$ cat config.mk
export PLATFORM = sky130hd
export DESIGN_NAME = uart_packet_tx
export DESIGN_NICKNAME = d
export VERILOG_FILES = /design/src/rtl/uart_packet_tx.sv
export SDC_FILE = /design/constraint.sdc
export NUM_CORES = 1
export LEC_CHECK = 0
export CORE_MARGIN = 5
export CORE_UTILIZATION = 57
export CTS_CLUSTER_DIAMETER = 50
export DETAILED_ROUTE_END_ITERATION = 8
export PLACE_DENSITY = 0.8
export SYNTH_ARGS = -nofsm -noshare
export SYNTH_HDL_FRONTEND = slang
export SYNTH_SLANG_ARGS = --single-unit
$ cat constraint.sdc
create_clock -name clk -period 4 [get_ports clk]
set_input_delay 0.4 -clock clk [delete_from_list [all_inputs] [get_ports clk]]
set_output_delay 0.4 -clock clk [all_outputs]
set_load 0.02 [all_outputs]
$ cat src/rtl/uart_packet_tx.sv
// Packet-framing UART transmitter: sends a header frame, the payload bytes and an optional
// checksum frame as back-to-back UART frames on a registered tx line.
module uart_packet_tx #(
    parameter int CLKS_PER_BIT  = 868,
    parameter int FRAME_BITS    = 12,
    parameter int ADDR_BITS     = 9,
    parameter int PAYLOAD_BYTES = 4,
    parameter int CHECKSUM_EN   = 1,
    parameter int STOP_BITS     = 1
) (
    input  logic                         clk,
    input  logic                         reset,
    input  logic                         in_valid,
    output logic                         in_ready,
    input  logic                         in_mem,
    input  logic [ADDR_BITS-1:0]         in_addr,
    input  logic [8*PAYLOAD_BYTES-1:0]   in_data,
    output logic                         tx,
    output logic                         busy,
    output logic                         done
);
    localparam int N_FRAMES = 1 + PAYLOAD_BYTES + CHECKSUM_EN;
    localparam int CNT_W    = $clog2(CLKS_PER_BIT);
    localparam int BIT_W    = $clog2(FRAME_BITS);
    localparam int FIDX_W   = $clog2(N_FRAMES);
    localparam int DATA_W   = 8 * PAYLOAD_BYTES;

    typedef enum logic [2:0] {
        ST_IDLE  = 3'd0,
        ST_START = 3'd1,
        ST_DATA  = 3'd2,
        ST_STOP  = 3'd3,
        ST_DONE  = 3'd4
    } state_t;

    state_t                state_q, state_d;
    logic [CNT_W-1:0]      baud_q, baud_d;
    logic [BIT_W-1:0]      bit_q, bit_d;
    logic [FIDX_W-1:0]     frame_q, frame_d;
    logic [FRAME_BITS-1:0] shift_q, shift_d;
    logic                  mem_q, mem_d;
    logic [ADDR_BITS-1:0]  addr_q, addr_d;
    logic [DATA_W-1:0]     data_q, data_d;
    logic                  tx_q, tx_d;
    logic                  accept_s;
    logic                  baud_end_s;

    function automatic logic [7:0] checksum(input logic [DATA_W-1:0] data);
        logic [7:0] sum;
        sum = 8'd0;
        for (int i = 0; i < PAYLOAD_BYTES; i++) begin
            sum = sum + data[8*i +: 8];
        end
        return sum;
    endfunction

    // Frame 0 is the header, frames 1..PAYLOAD_BYTES the payload, anything beyond the checksum.
    function automatic logic [FRAME_BITS-1:0] frame_word(
        input logic [FIDX_W-1:0]    idx,
        input logic                 mem,
        input logic [ADDR_BITS-1:0] addr,
        input logic [DATA_W-1:0]    data
    );
        logic [FRAME_BITS-1:0] w;
        if (idx == {FIDX_W{1'b0}}) begin
            w = FRAME_BITS'({1'b1, mem, addr});
        end else if (int'(idx) > PAYLOAD_BYTES) begin
            w = FRAME_BITS'(checksum(data));
        end else begin
            w = FRAME_BITS'(8'(data >> (8 * (int'(idx) - 1))));
        end
        return w;
    endfunction

    // Handshake and baud-period terminal count.
    always_comb begin
        accept_s   = in_valid && ((state_q == ST_IDLE) || (state_q == ST_DONE));
        baud_end_s = (baud_q == CNT_W'(CLKS_PER_BIT - 1));
    end

    // Next-state logic; tx_d always carries the level of the bit the FSM is entering.
    always_comb begin
        state_d = state_q;
        baud_d  = baud_q;
        bit_d   = bit_q;
        frame_d = frame_q;
        shift_d = shift_q;
        mem_d   = mem_q;
        addr_d  = addr_q;
        data_d  = data_q;
        tx_d    = tx_q;
        case (state_q)
            ST_IDLE, ST_DONE: begin
                if (accept_s) begin
                    state_d = ST_START;
                    baud_d  = {CNT_W{1'b0}};
                    bit_d   = {BIT_W{1'b0}};
                    frame_d = {FIDX_W{1'b0}};
                    mem_d   = in_mem;
                    addr_d  = in_addr;
                    data_d  = in_data;
                    shift_d = frame_word({FIDX_W{1'b0}}, in_mem, in_addr, in_data);
                    tx_d    = 1'b0;
                end else begin
                    state_d = ST_IDLE;
                    tx_d    = 1'b1;
                end
            end
            ST_START: begin
                if (baud_end_s) begin
                    state_d = ST_DATA;
                    baud_d  = {CNT_W{1'b0}};
                    tx_d    = shift_q[0];
                    shift_d = {1'b0, shift_q[FRAME_BITS-1:1]};
                end else begin
                    baud_d = baud_q + CNT_W'(1);
                end
            end
            ST_DATA: begin
                if (baud_end_s) begin
                    baud_d = {CNT_W{1'b0}};
                    if (bit_q == BIT_W'(FRAME_BITS - 1)) begin
                        state_d = ST_STOP;
                        bit_d   = {BIT_W{1'b0}};
                        tx_d    = 1'b1;
                    end else begin
                        bit_d   = bit_q + BIT_W'(1);
                        tx_d    = shift_q[0];
                        shift_d = {1'b0, shift_q[FRAME_BITS-1:1]};
                    end
                end else begin
                    baud_d = baud_q + CNT_W'(1);
                end
            end
            ST_STOP: begin
                if (baud_end_s) begin
                    baud_d = {CNT_W{1'b0}};
                    if (bit_q == BIT_W'(STOP_BITS - 1)) begin
                        bit_d = {BIT_W{1'b0}};
                        if (frame_q == FIDX_W'(N_FRAMES - 1)) begin
                            state_d = ST_DONE;
                            frame_d = {FIDX_W{1'b0}};
                            tx_d    = 1'b1;
                        end else begin
                            state_d = ST_START;
                            frame_d = frame_q + FIDX_W'(1);
                            shift_d = frame_word(frame_q + FIDX_W'(1), mem_q, addr_q, data_q);
                            tx_d    = 1'b0;
                        end
                    end else begin
                        bit_d = bit_q + BIT_W'(1);
                    end
                end else begin
                    baud_d = baud_q + CNT_W'(1);
                end
            end
            default: begin
                state_d = ST_IDLE;
                tx_d    = 1'b1;
            end
        endcase
    end

    // State, counters, capture registers and the tx line register.
    always_ff @(posedge clk or posedge reset) begin
        if (reset) begin
            state_q <= ST_IDLE;
            baud_q  <= {CNT_W{1'b0}};
            bit_q   <= {BIT_W{1'b0}};
            frame_q <= {FIDX_W{1'b0}};
            shift_q <= {FRAME_BITS{1'b0}};
            mem_q   <= 1'b0;
            addr_q  <= {ADDR_BITS{1'b0}};
            data_q  <= {DATA_W{1'b0}};
            tx_q    <= 1'b1;
        end else begin
            state_q <= state_d;
            baud_q  <= baud_d;
            bit_q   <= bit_d;
            frame_q <= frame_d;
            shift_q <= shift_d;
            mem_q   <= mem_d;
            addr_q  <= addr_d;
            data_q  <= data_d;
            tx_q    <= tx_d;
        end
    end

    assign tx       = tx_q;
    assign busy     = (state_q == ST_START) || (state_q == ST_DATA) || (state_q == ST_STOP);
    assign done     = (state_q == ST_DONE);
    assign in_ready = (state_q == ST_IDLE) || (state_q == ST_DONE);

endmodule

Word level (Yosys, flattened, before mapping) --
Cells that the tools add are included.
Operators by class: add/subtract/negate cells 7, multiply operators 0, divide/modulo/power cells 0, order comparisons 1, eq/ne operators 15, shifts and indexed selects 1, mux-type cells 40, bitwise operators 0, reductions and logical operators 20
Operators with widths (number):
- $mux 12 | 7
- $pmux 12 s4 | 1
- $shr 32x32->8 | 1
- $mux 3 | 10
- $add 8x8->8 | 3
- $mux 10 | 2
- $mux 4 | 5
- $pmux 10 s2 | 1
- $ne 2x2->1 const B | 8
- $pmux 3 s4 | 1
- $pmux 4 s3 | 1
- $reduce_and 4->1 | 3
- $mux 11 | 1
- $add 10x1->10 const B | 1
- $eq 10x10->1 const B | 1
- $mux 1 | 8
- $mux 8 | 1
- $reduce_and 8->1 | 1
- $eq 3x2->1 const B | 2
- $eq 3x3->1 const B | 2
- $logic_not 3->1 | 2
- $pmux 3 s2 | 1
- $reduce_and 5->1 | 1
- $add 4x1->4 const B | 1
- other kinds (15) | 19
Storage, ports and cells: register bits after elaboration 75, bits in latches 0, RAM bits 0, bits in read-only memories 0, input port bits 45, output and inout bits 4, word-level logic and storage cells 93, memories kept 0

Longest topological paths before layout --
Gate-level depths: netlist (run 1).
depth in word-level cells 9, gate-level depth with buffers 11

Least setup slack after synthesis (run 1) --
No wires, ideal clock.
path kind register to register, from register data_q[9], to register shift_q[7], data arrival time 2803 ps, data required time 3869 ps, path slack 1066 ps, stages on the path, launching flop included 12, path buffers 0, period minus slack after synthesis 2934 ps, path through dfrtp_1 -> inv_1 -> fa_1 -> fa_1 -> inv_1 -> ha_1 -> fa_1 -> a211oi_1 -> o21ai_0 -> nand4_1 -> nor4bb_1 -> o21ai_0
On the way: longest elaborated chain between the ends 9
Ends and longest elaborated chain:
- start: declaration | RTL line 43 | logic [DATA_W-1:0] data_q, data_d;
- start signal: assignment | RTL line 174 | data_q <= {DATA_W{1'b0}};
- start signal: assignment | RTL line 184 | data_q <= data_d;
- $add 8x8->8 (3 in series) | RTL line 52 | sum = sum + data[8*i +: 8];
- $mux 8 | RTL line 67 | end else if (int'(idx) > PAYLOAD_BYTES) begin
- $mux 11 | RTL line 65 | if (idx == {FIDX_W{1'b0}}) begin
- $mux 12 | RTL line 140 | if (frame_q == FIDX_W'(N_FRAMES - 1)) begin
- $mux 12 | RTL line 138 | if (bit_q == BIT_W'(STOP_BITS - 1)) begin
- $mux 12 | RTL line 136 | if (baud_end_s) begin
- $pmux 12 s4 | RTL line 92 | case (state_q)
- end signal: assignment | RTL line 171 | shift_q <= {FRAME_BITS{1'b0}};
- end signal: assignment | RTL line 181 | shift_q <= shift_d;
- end: declaration | RTL line 40 | logic [FRAME_BITS-1:0] shift_q, shift_d;
No other way between the ends. The select of a mux whose other input is x is not followed. A chain may end at the register's enable or synchronous reset.

Worst setup path in the final report (run 1) --
from register data_q[1], to register shift_q[7]
The elaborated chain is that of the path after synthesis.

==> out/results.ini, run 1 <==
[status]
status = finished, final reports clean

[floorplanning]
die_area_sq_um = 9950
die_y_microns = 99.8
fp-row-count = 32
coreArea_sq_um = 7810
die_w_microns = 99.8
num_io_pins = 49
start_util_pct = 58.8

[worst_hold_path]
worstHoldPathType = input pin to asynchronous set/reset pin

[synthesis]
yosys_warnings = 0
synthTopCellsByArea = dfrtp_1 (40%), nand2_1 (8.8%), fa_1 (6.1%)
synth-async-reset-ratio_pct = 100
synth_area_sq_um = 4590
syn_area_per_cell_sq_um = 9.13
ys_seq_area_share_pct = 40.3
synthTopCellsByCount = nand2_1 (108), dfrtp_1 (73), o21ai_0 (51)
synth_top_area_cell = dfrtp_1
ys_seq_elements = 74
syn_inst = 503
yosysUniqueCellTypes = 62
synth-edff-count = 0
synth_ff_type = dfrtp_1
syn_nets = 577
synth_top_area_share_pct = 39.8
yosys.cell_count.top_type = nand2_1

[detailed_routing]
final_antenna_net_count = 0
drt_wl_total_mm = 10.6
drt_iter0_drc = 267
drc = 0
first_pass_iters = 5
dr_total_vias = 3714
avgRoutedWirePerCell_microns = 16.2
routed_via_density = 5.71

[power]
power_density_nw_per_um2 = 321
power_mw = 1.72
p_leak_nw = 2.39
power_switching_mw = 0.469
p_int_mw = 1.25
p_clk_share_pct = 35.2
ir_drop_uv = 162
p_sw_share_pct = 27.2
pwr-share-comb_pct = 18.4
p_seq_share_pct = 46.4

[setup_path]
cp_slowest_cell = fa_1
crit_required_ns = 4.27
crit_top_cell = fa_1
path_class = register to register
start_kind = register
path_cells = inv_1, fa_1, fa_1, inv_1, ha_1, fa_1, a211oi_1, o21ai_0, a211oi_1, nor4bb_1, o21ai_0
critPathArrivalTime_ns = 3.42
endpoint_kind = register
crit_fanout = 3
critical_path.max_stage_delay_ns = 0.52

[clocking]
clk_path_buf_depth = 2
cts_root_buf = clkbuf_8
htreeDepth = 3
ctsHoldBuffers = 0
insertion_delay_ns = 0.35
path_clk_slew_ns = 0.08
cts_resized = 0
numCtsBuffers = 9
cts_tree = yes
cts_setup_buffers = 0
cts_sinks = 74

[place]
post_dp_cell_area_sq_um = 5150
gp_congestion = 0.859
dp_hpwl_mm = 7.64
portBuffers = 48

[global_routing]
grt_usage_pct = 22.5
grt_overflow = 0
antenna_found_initial = 0
grt_pass1_wl_mm = 17.8
first_global_vias = 3746
grt_max_degree = 65

[timing]
finalCritPeriodShare_pct = 78.6
fmax_mhz = 318
rsz0062_at_grt = false
period_needed_ns = 3.15
fin_setup_tns_ns = 0
setup_violations = 0
slew_viol_final = 0
max_slew.worst_pin.slew_ns = 0.678
hold_viol = 0
slew_headroom_pct = 54.8
finClkSkew_ns = 0.00656
hold_ws_ns = 0.415

[cells_and_area]
multiInputGateArea_sq_um = 2470
fin_area_sq_um = 5360
seq_area_sq_um = 1850
antenna_cells = 0
syn_to_final_growth_pct = 16.6
fill_cells = 621
drive_above_1_share_pct = 9.11
fin_nets = 618

[job]
cap_violations = 0

-- worst paths after layout --
path / startpoint / end / slack [ns] / depth (start not counted)
max reg2reg: data_q[1]$_DFFE_PP0P_ / shift_q[7]$_DFFE_PP0P_ / 0.85 / 11
max in group asynchronous: reset / data_q[18]$_DFFE_PP0P_ / 2.80 / 3
max: data_q[1]$_DFFE_PP0P_ / shift_q[7]$_DFFE_PP0P_ / 0.85 / 11
min: reset / addr_q[5]$_DFFE_PP0P_ / 0.42 / 2
min reg2reg: addr_q[2]$_DFFE_PP0P_ / addr_q[2]$_DFFE_PP0P_ / 0.49 / 2
min in group clk: addr_q[2]$_DFFE_PP0P_ / addr_q[2]$_DFFE_PP0P_ / 0.49 / 2
-- critical path, delay by kind of cell (launching register included) --
| family | cells | cell delay (ns) |
|---|---|---|
| adders and majority gates | 4 | 1.67 |
| AOI/OAI and AO/OA | 4 | 0.85 |
| DFF | 1 | 0.35 |
| buffers and inverters | 2 | 0.11 |
| and+or+nand+nor | 1 | 0.08 |
-- through the flow --
stage                     instances  worst slack (ns)  utilization [%]
after CTS                       651             0.840             68.6
after detailed placement        635             0.847             66.0
after floorplan                 503              1.07                -
after global placement          635             0.982             66.0
after global routing            651             0.622             68.6
final                           651             0.855             68.6
-- layer usage --
metal | wire (microns) | vias up | GRT usage, % | share of wire, %
met5 | 0 | - | 0 | 0
met4 | 149 | 0 | 9.45 | 1.4
met3 | 565 | 16 | 4.07 | 5.4
met2 | 4940 | 115 | 34.9 | 47
met1 | 4900 | 1782 | 31.1 | 46
li1 | - | 1801 | - | -
-- power groups by stage --
stage | clock (mW) | combinational, mW | sequential, mW
2_1_floorplan | 0 | 0.210 | 0.806
3_3_place_gp | 0 | 0.301 | 0.811
3_5_place_dp | 0 | 0.314 | 0.813
4_1_cts | 0.615 | 0.316 | 0.798
5_1_grt | 0.646 | 0.355 | 0.802
6_report | 0.606 | 0.316 | 0.798
-- area by class of cell --
cell class / count / share of cell area (%)
inverters: 48 / 3.36
repair buffers: 54 / 9.81
clock buffers: 11 / 2.83
well taps: 102 / 2.38
clock inverters: 5 / 0.981
multi-input cells: 357 / 46.1
flip-flops and latches: 74 / 34.6
-- layout by cell type, fill, tap and decap left out, types with 6 or more instances in the layout --
cell type	count
nand2_1	108
dfrtp_1	73
o21ai_0	51
clkdlybuf4s50_1	48
inv_1	46
nor2_1	25
ha_1	15
a21oi_1	14
fa_1	14
nor2b_1	12
clkbuf_8	11
xor2_1	9
a31oi_1	9
mux4_2	8
a22oi_1	6
buf_4	6
-- registers in the layout, summed over array words and instances, names as in the netlist, 3 cells and up --
| register | flops |
|---|---|
| data_q | 32 |
| state_q | 3 |
| baud_q | 10 |
| frame_q | 3 |
| addr_q | 9 |
| bit_q | 4 |
| shift_q | 11 |
-- cell families after synthesis --
kind of cell	synth area share (%)
buffers and inverters	6.07
adders and majority gates	10.2
xor gates and xnor gates	2.97
AOI/OAI and AO/OA	16.8
muxes	4.88
DFF	40.3
and+or+nand+nor	18.7
Note: power is estimated with default switching activity, not from simulation.
==> run 2: changes to the inputs <==
CORE_UTILIZATION = 52   (was 57)
PLACE_DENSITY = 0.77   (was 0.8)
clock period = 2.6 ns   (was 4 ns; I/O delays follow)
==> out/results.ini, run 2 (same netlist as run 1, synthesis figures left out) <==
[clocking]
htreeDepth = 3  ; unchanged
cts_sinks = 74  ; unchanged
numCtsBuffers = 9  ; unchanged
clk_path_buf_depth = 2  ; unchanged
cts_tree = yes
cts_root_buf = clkbuf_8
path_clk_slew_ns = 0.09  ; about the same
insertion_delay_ns = 0.36  ; about the same

[timing]
finalCritPeriodShare_pct = 110  ; +32 points
finClkSkew_ns = 0.0128  ; +0.00628 ns
setup_violations = 8  ; +8
slew_headroom_pct = 53.7  ; -1.1 points
rsz0062_at_grt = true
fmax_mhz = 349  ; +9.7%
max_slew.worst_pin.slew_ns = 0.693  ; +0.0153 ns
layout_setup_ws_ns = -0.267  ; -1.12 ns
period_needed_ns = 2.87  ; -0.279 ns
hold_viol = 0  ; unchanged
slew_viol_final = 0  ; unchanged

[status]
status = finished, violations left
violations = setup timing

[cells_and_area]
fin_area_sq_um = 5760  ; +7.4%
fin_nets = 647  ; +4.7%
final_cell_mix = nand2_1 (108), dfrtp_1 (73), clkdlybuf4s50_1 (48)
syn_to_final_growth_pct = 25.3
antenna_cells = 0  ; unchanged
fill_cells = 713  ; +15%
largest_reg_flops = 32  ; unchanged
drive_above_1_share_pct = 17.8  ; +8.7 points
top_register = data_q
final_common_cell = nand2_1
layout_top_registers = data_q (32), shift_q (11), baud_q (10)

[place]
post_dp_cell_area_sq_um = 5420  ; +5.1%
portBuffers = 48  ; unchanged
dp_hpwl_mm = 8.32  ; +8.9%
gp_congestion = 0.892  ; +3.9%
place_ws_ns = -0.242  ; -1.09 ns

[floorplanning]
start_util_pct = 52.9  ; -5.9 points
coreArea_sq_um = 8680  ; +11%
die_area_sq_um = 10800  ; +8.6%
fp-row-count = 34  ; +6.3%
die_w_microns = 104  ; +4.2%
die_y_microns = 104  ; +4.2%
num_io_pins = 49  ; unchanged

[global_routing]
first_global_vias = 4126  ; +10%
grt_pass1_wl_mm = 19.4  ; +9.1%
grt_max_degree = 57  ; -12%
antenna_found_initial = 0  ; unchanged
grt_overflow = 0  ; unchanged
grt_usage_pct = 21.6  ; -0.90 points

[power]
p_leak_nw = 2.56  ; +7.0%
power_density_nw_per_um2 = 518  ; +61%
ir_drop_uv = 275  ; +70%

[detailed_routing]
drc = 0  ; unchanged
first_pass_iters = 7  ; +2
drt_wl_total_mm = 11.4  ; +8.0%
final_antenna_net_count = 0  ; unchanged
dr_total_vias = 3909  ; +5.3%
avgRoutedWirePerCell_microns = 16.6  ; +2.5%
routed_via_density = 5.70  ; -0.12%
drt_iter0_drc = 199  ; -25%

[setup_path]
path_class = register to register
start_kind = register
critPathArrivalTime_ns = 3.11  ; -0.31 ns
ff2ff_path_depth = 11  ; unchanged
crit_fanout = 3  ; unchanged
crit_required_ns = 2.84  ; -1.43 ns
endpoint_kind = register

[job]
cap_violations = 0  ; unchanged

[worst_hold_path]
worstHoldPathType = input pin to asynchronous set/reset pin

-- run 2: changes by cell type in the layout (fill, tap and decap cells not counted), sizes merged --
cell | previous run | this run
bufinv | 1 | 2
buf | 6 | 35
inv | 47 | 50
clkbuf | 11 | 10
clkinvlp | 1 | 0
clkinv | 4 | 2
-- run 2: area by class of cell --
class,count,area [sq um],share of cell area [%]
repair buffers,83,756,13.1
well taps,108,135,2.35
flip-flops and latches,74,1850,32.2
inverters,48,180,3.13
multi-input cells,357,2600,45.2
clock inverters,6,95.1,1.65
clock buffers,10,138,2.39
-- run 2: worst paths after layout --
| path | startpoint | end | slack (ns) |
|---|---|---|---|
| worst max-delay path | data_q[1]$_DFFE_PP0P_ | shift_q[7]$_DFFE_PP0P_ | -0.27 |
| worst min-delay path | reset | data_q[12]$_DFFE_PP0P_ | 0.21 |
| worst max register to register | data_q[1]$_DFFE_PP0P_ | shift_q[7]$_DFFE_PP0P_ | -0.27 |
| worst min register to register | mem_q$_DFFE_PP0P_ | mem_q$_DFFE_PP0P_ | 0.49 |
| max in group asynchronous | reset | data_q[11]$_DFFE_PP0P_ | 1.71 |
| min in group clk | in_data[16] | data_q[16]$_DFFE_PP0P_ | 0.43 |
-- run 2: critical path: stages, from the launching register on --
cell and delay [ns]:
dfrtp_1 0.36, inv_2 0.05, fa_1 0.48, fa_1 0.50
inv_2 0.05, ha_4 0.15, fa_2 0.37, a211oi_2 0.29
o21ai_2 0.11, nand4_1 0.11, nor4bb_2 0.20, o21ai_1 0.08
-- run 2: per-layer routing --
layer	up-vias	share of wire, %	track usage, %
li1	1865	-	-
met1	1933	42	27.5
met2	91	51	36.9
met3	20	4.9	4.03
met4	0	1.7	7.31
met5	-	0	0
-- run 2: timing repair --
item,in CTS,in global routing
setup buffers,1,1
setup endpoints to repair,6,8
gates resized for setup,12,10
hold buffers,0,0
pin swaps,7,16
-- run 2: metrics by stage --
stage                     utilization (%)  setup TNS [ns]  std cells  total power [mW]  hold WS, ns
after detailed placement             62.4           -1.18        669              1.83        0.471
after global placement               62.4          -0.970        669              1.82        0.462
after floorplan                         -          -0.275        503              1.59        0.365
after global routing                 66.3           -2.03        686              3.12        0.251
final                                66.3           -1.06        686              2.98        0.212
after CTS                            65.6          -0.984        685              2.93        0.224
-- run 2: power breakdown --
part	switching (mW)	total, mW	leakage (nW)	internal (mW)
registers	0.0324	1.23	0.898	1.19
clock network	0.481	1.06	0.118	0.579
logic	0.327	0.694	1.54	0.368
total	0.840	2.98	2.56	2.14
==> run 3: changes to the inputs <==
clock period = 2.4 ns   (was 2.6 ns; I/O delays follow)
==> out/results.ini, run 3 (same netlist as run 1, synthesis figures left out) <==
[setup_path]
path_buf_inv = 3  ; +1
critPathArrivalTime_ns = 3.13  ; +0.02 ns
path_cells = inv_2, fa_1, fa_1, inv_2, ha_4, fa_2, buf_4, xor2_1, a221oi_2, nor2_1, o22a_1
cp_slowest_cell = fa_1
crit_fanout = 3  ; unchanged
path_class = register to register
critical_path.max_stage_delay_ns = 0.51  ; about the same
start_kind = register
endpoint_kind = register
crit_required_ns = 2.63  ; -0.21 ns
reg2reg_from = data_q[1]$_DFFE_PP0P_
cp_top_family = adder cells
crit_start = data_q[1]$_DFFE_PP0P_

[clocking]
cts_root_buf = clkbuf_8
path_clk_slew_ns = 0.08  ; about the same
clk_path_buf_depth = 2  ; unchanged
insertion_delay_ns = 0.34  ; -0.02 ns
htreeDepth = 3  ; unchanged
cts_tree = yes
numCtsBuffers = 9  ; unchanged
cts_sinks = 74  ; unchanged

[cells_and_area]
multiInputGateArea_sq_um = 2560  ; -1.4%
layout_top_registers = data_q (32), shift_q (11), baud_q (10)
fill_cells = 680  ; -4.6%
syn_to_final_growth_pct = 26.7
antenna_cells = 0  ; unchanged
utilization_pct = 67.1  ; +0.74 points
final_cell_mix = nand2_1 (108), dfrtp_1 (72), clkdlybuf4s50_1 (48)
top_register = data_q
final_common_cell = nand2_1
layoutNonFillerInstCount = 698  ; +1.7%
drive_above_1_share_pct = 18.8  ; +0.99 points
largest_reg_flops = 32  ; unchanged
fin_nets = 659  ; +1.9%
seq_area_sq_um = 1850  ; about the same

[floorplanning]
start_util_pct = 52.9  ; unchanged
die_y_microns = 104  ; unchanged
coreArea_sq_um = 8680  ; unchanged
fp-row-count = 34  ; unchanged
die_w_microns = 104  ; unchanged
die_area_sq_um = 10800  ; unchanged
num_io_pins = 49  ; unchanged

[global_routing]
first_global_vias = 4056  ; -1.7%
grt_usage_pct = 21.1  ; -0.51 points
grt_overflow = 0  ; unchanged
antenna_found_initial = 0  ; unchanged
grt_max_degree = 75  ; +32%
grt_pass1_wl_mm = 19.0  ; -2.2%

[timing]
setup_violations = 6  ; -2
layout_setup_ws_ns = -0.504  ; -0.238 ns
slew_viol_final = 0  ; unchanged
finClkSkew_ns = 0.00529  ; -0.00755 ns
finalCritPeriodShare_pct = 121  ; +11 points
fmax_mhz = 344  ; -1.3%
max_slew.worst_pin.slew_ns = 0.595  ; -0.0975 ns
hold_ws_ns = 0.296  ; +0.0833 ns
period_needed_ns = 2.90  ; +0.0376 ns
hold_viol = 0  ; unchanged
slew_headroom_pct = 60.0  ; +6.3 points
rsz0062_at_grt = true

[place]
dp.cells = 679  ; +1.5%
dp_hpwl_mm = 8.08  ; -2.9%
portBuffers = 48  ; unchanged
gp_congestion = 0.820  ; -8.1%

[detailed_routing]
drc = 0  ; unchanged
drt_iter0_drc = 248  ; +25%
avgRoutedWirePerCell_microns = 16.0  ; -3.6%
final_antenna_net_count = 0  ; unchanged
routed_via_density = 5.68  ; -0.36%
first_pass_iters = 6  ; -1
dr_total_vias = 3963  ; +1.4%
drt_wl_total_mm = 11.2  ; -2.0%

[status]
status = finished, violations left
violations = setup timing

[power]
ir_drop_uv = 287  ; +4.6%
power_density_nw_per_um2 = 545  ; +5.2%
p_leak_nw = 2.62  ; +2.7%
power_mw = 3.17  ; +6.3%

[worst_hold_path]
worstHoldPathType = input pin to asynchronous set/reset pin

[job]
cap_violations = 0  ; unchanged

run 3: cell types whose count changed in the layout (fill, tap and decap cells not counted), sizes merged:
cell / delta
clkinvlp: +1
inv: -3
clkbuf: +2
buf: +12
run 3: tightest hold or removal path, cell delays in order:
cell             delay [ns]
clkdlybuf4s50_1        0.41
inv_2                  0.07
buf_12                 0.33
run 3: repair_timing:
action,4_1_cts,5_1_grt
pin swaps,9,4
setup buffers,1,2
hold endpoints to repair,0,0
hold buffers,0,0
gates resized for setup,6,9
setup endpoints to repair,8,14
run 3: stage by stage:
step / instance area (sq um) / worst slack (ns) / setup TNS (ns)
floorplan: 4630 / -0.281 / -1.40
global placement: 5500 / -0.359 / -1.90
detailed placement: 5500 / -0.466 / -2.41
CTS: 5770 / -0.470 / -2.22
global route: 5820 / -0.626 / -3.08
finish: 5820 / -0.504 / -2.44
run 3: per-layer routing:
metal | vias to the layer above | global-route usage, % | part of all wire, %
li1 | 1889 | - | -
met1 | 1917 | 28.2 | 44
met5 | - | 0 | 0
met3 | 25 | 4.35 | 5.7
met4 | 0 | 7.49 | 2.3
met2 | 132 | 33.9 | 48
run 3: report_power, final:
part | total (mW) | leakage [nW] | switching, mW | internal, mW
clock network | 1.14 | 0.119 | 0.467 | 0.669
logic | 0.704 | 1.61 | 0.331 | 0.374
registers | 1.33 | 0.898 | 0.0357 | 1.29
total | 3.17 | 2.62 | 0.833 | 2.34
run 3: worst paths after layout:
| check | end | slack, ns | depth (start not counted) |
|---|---|---|---|
| max reg2reg | shift_q[3]$_DFFE_PP0P_ | -0.50 | 11 |
| max | shift_q[3]$_DFFE_PP0P_ | -0.50 | 11 |
| max in group asynchronous | tx$_DFFE_PP1P_ | 1.74 | 3 |
| min reg2reg | addr_q[5]$_DFFE_PP0P_ | 0.48 | 2 |
| min | addr_q[6]$_DFFE_PP0P_ | 0.30 | 3 |
| min in group clk | data_q[15]$_DFFE_PP0P_ | 0.42 | 3 |
run 3: final cells by class:
type	instances	area share, %
inverters	48	3.10
well taps	108	2.32
clock inverters	4	1.25
repair buffers	95	14.6
clock buffers	12	2.84
multi-input cells	357	44.0
flip-flops and latches	74	31.9
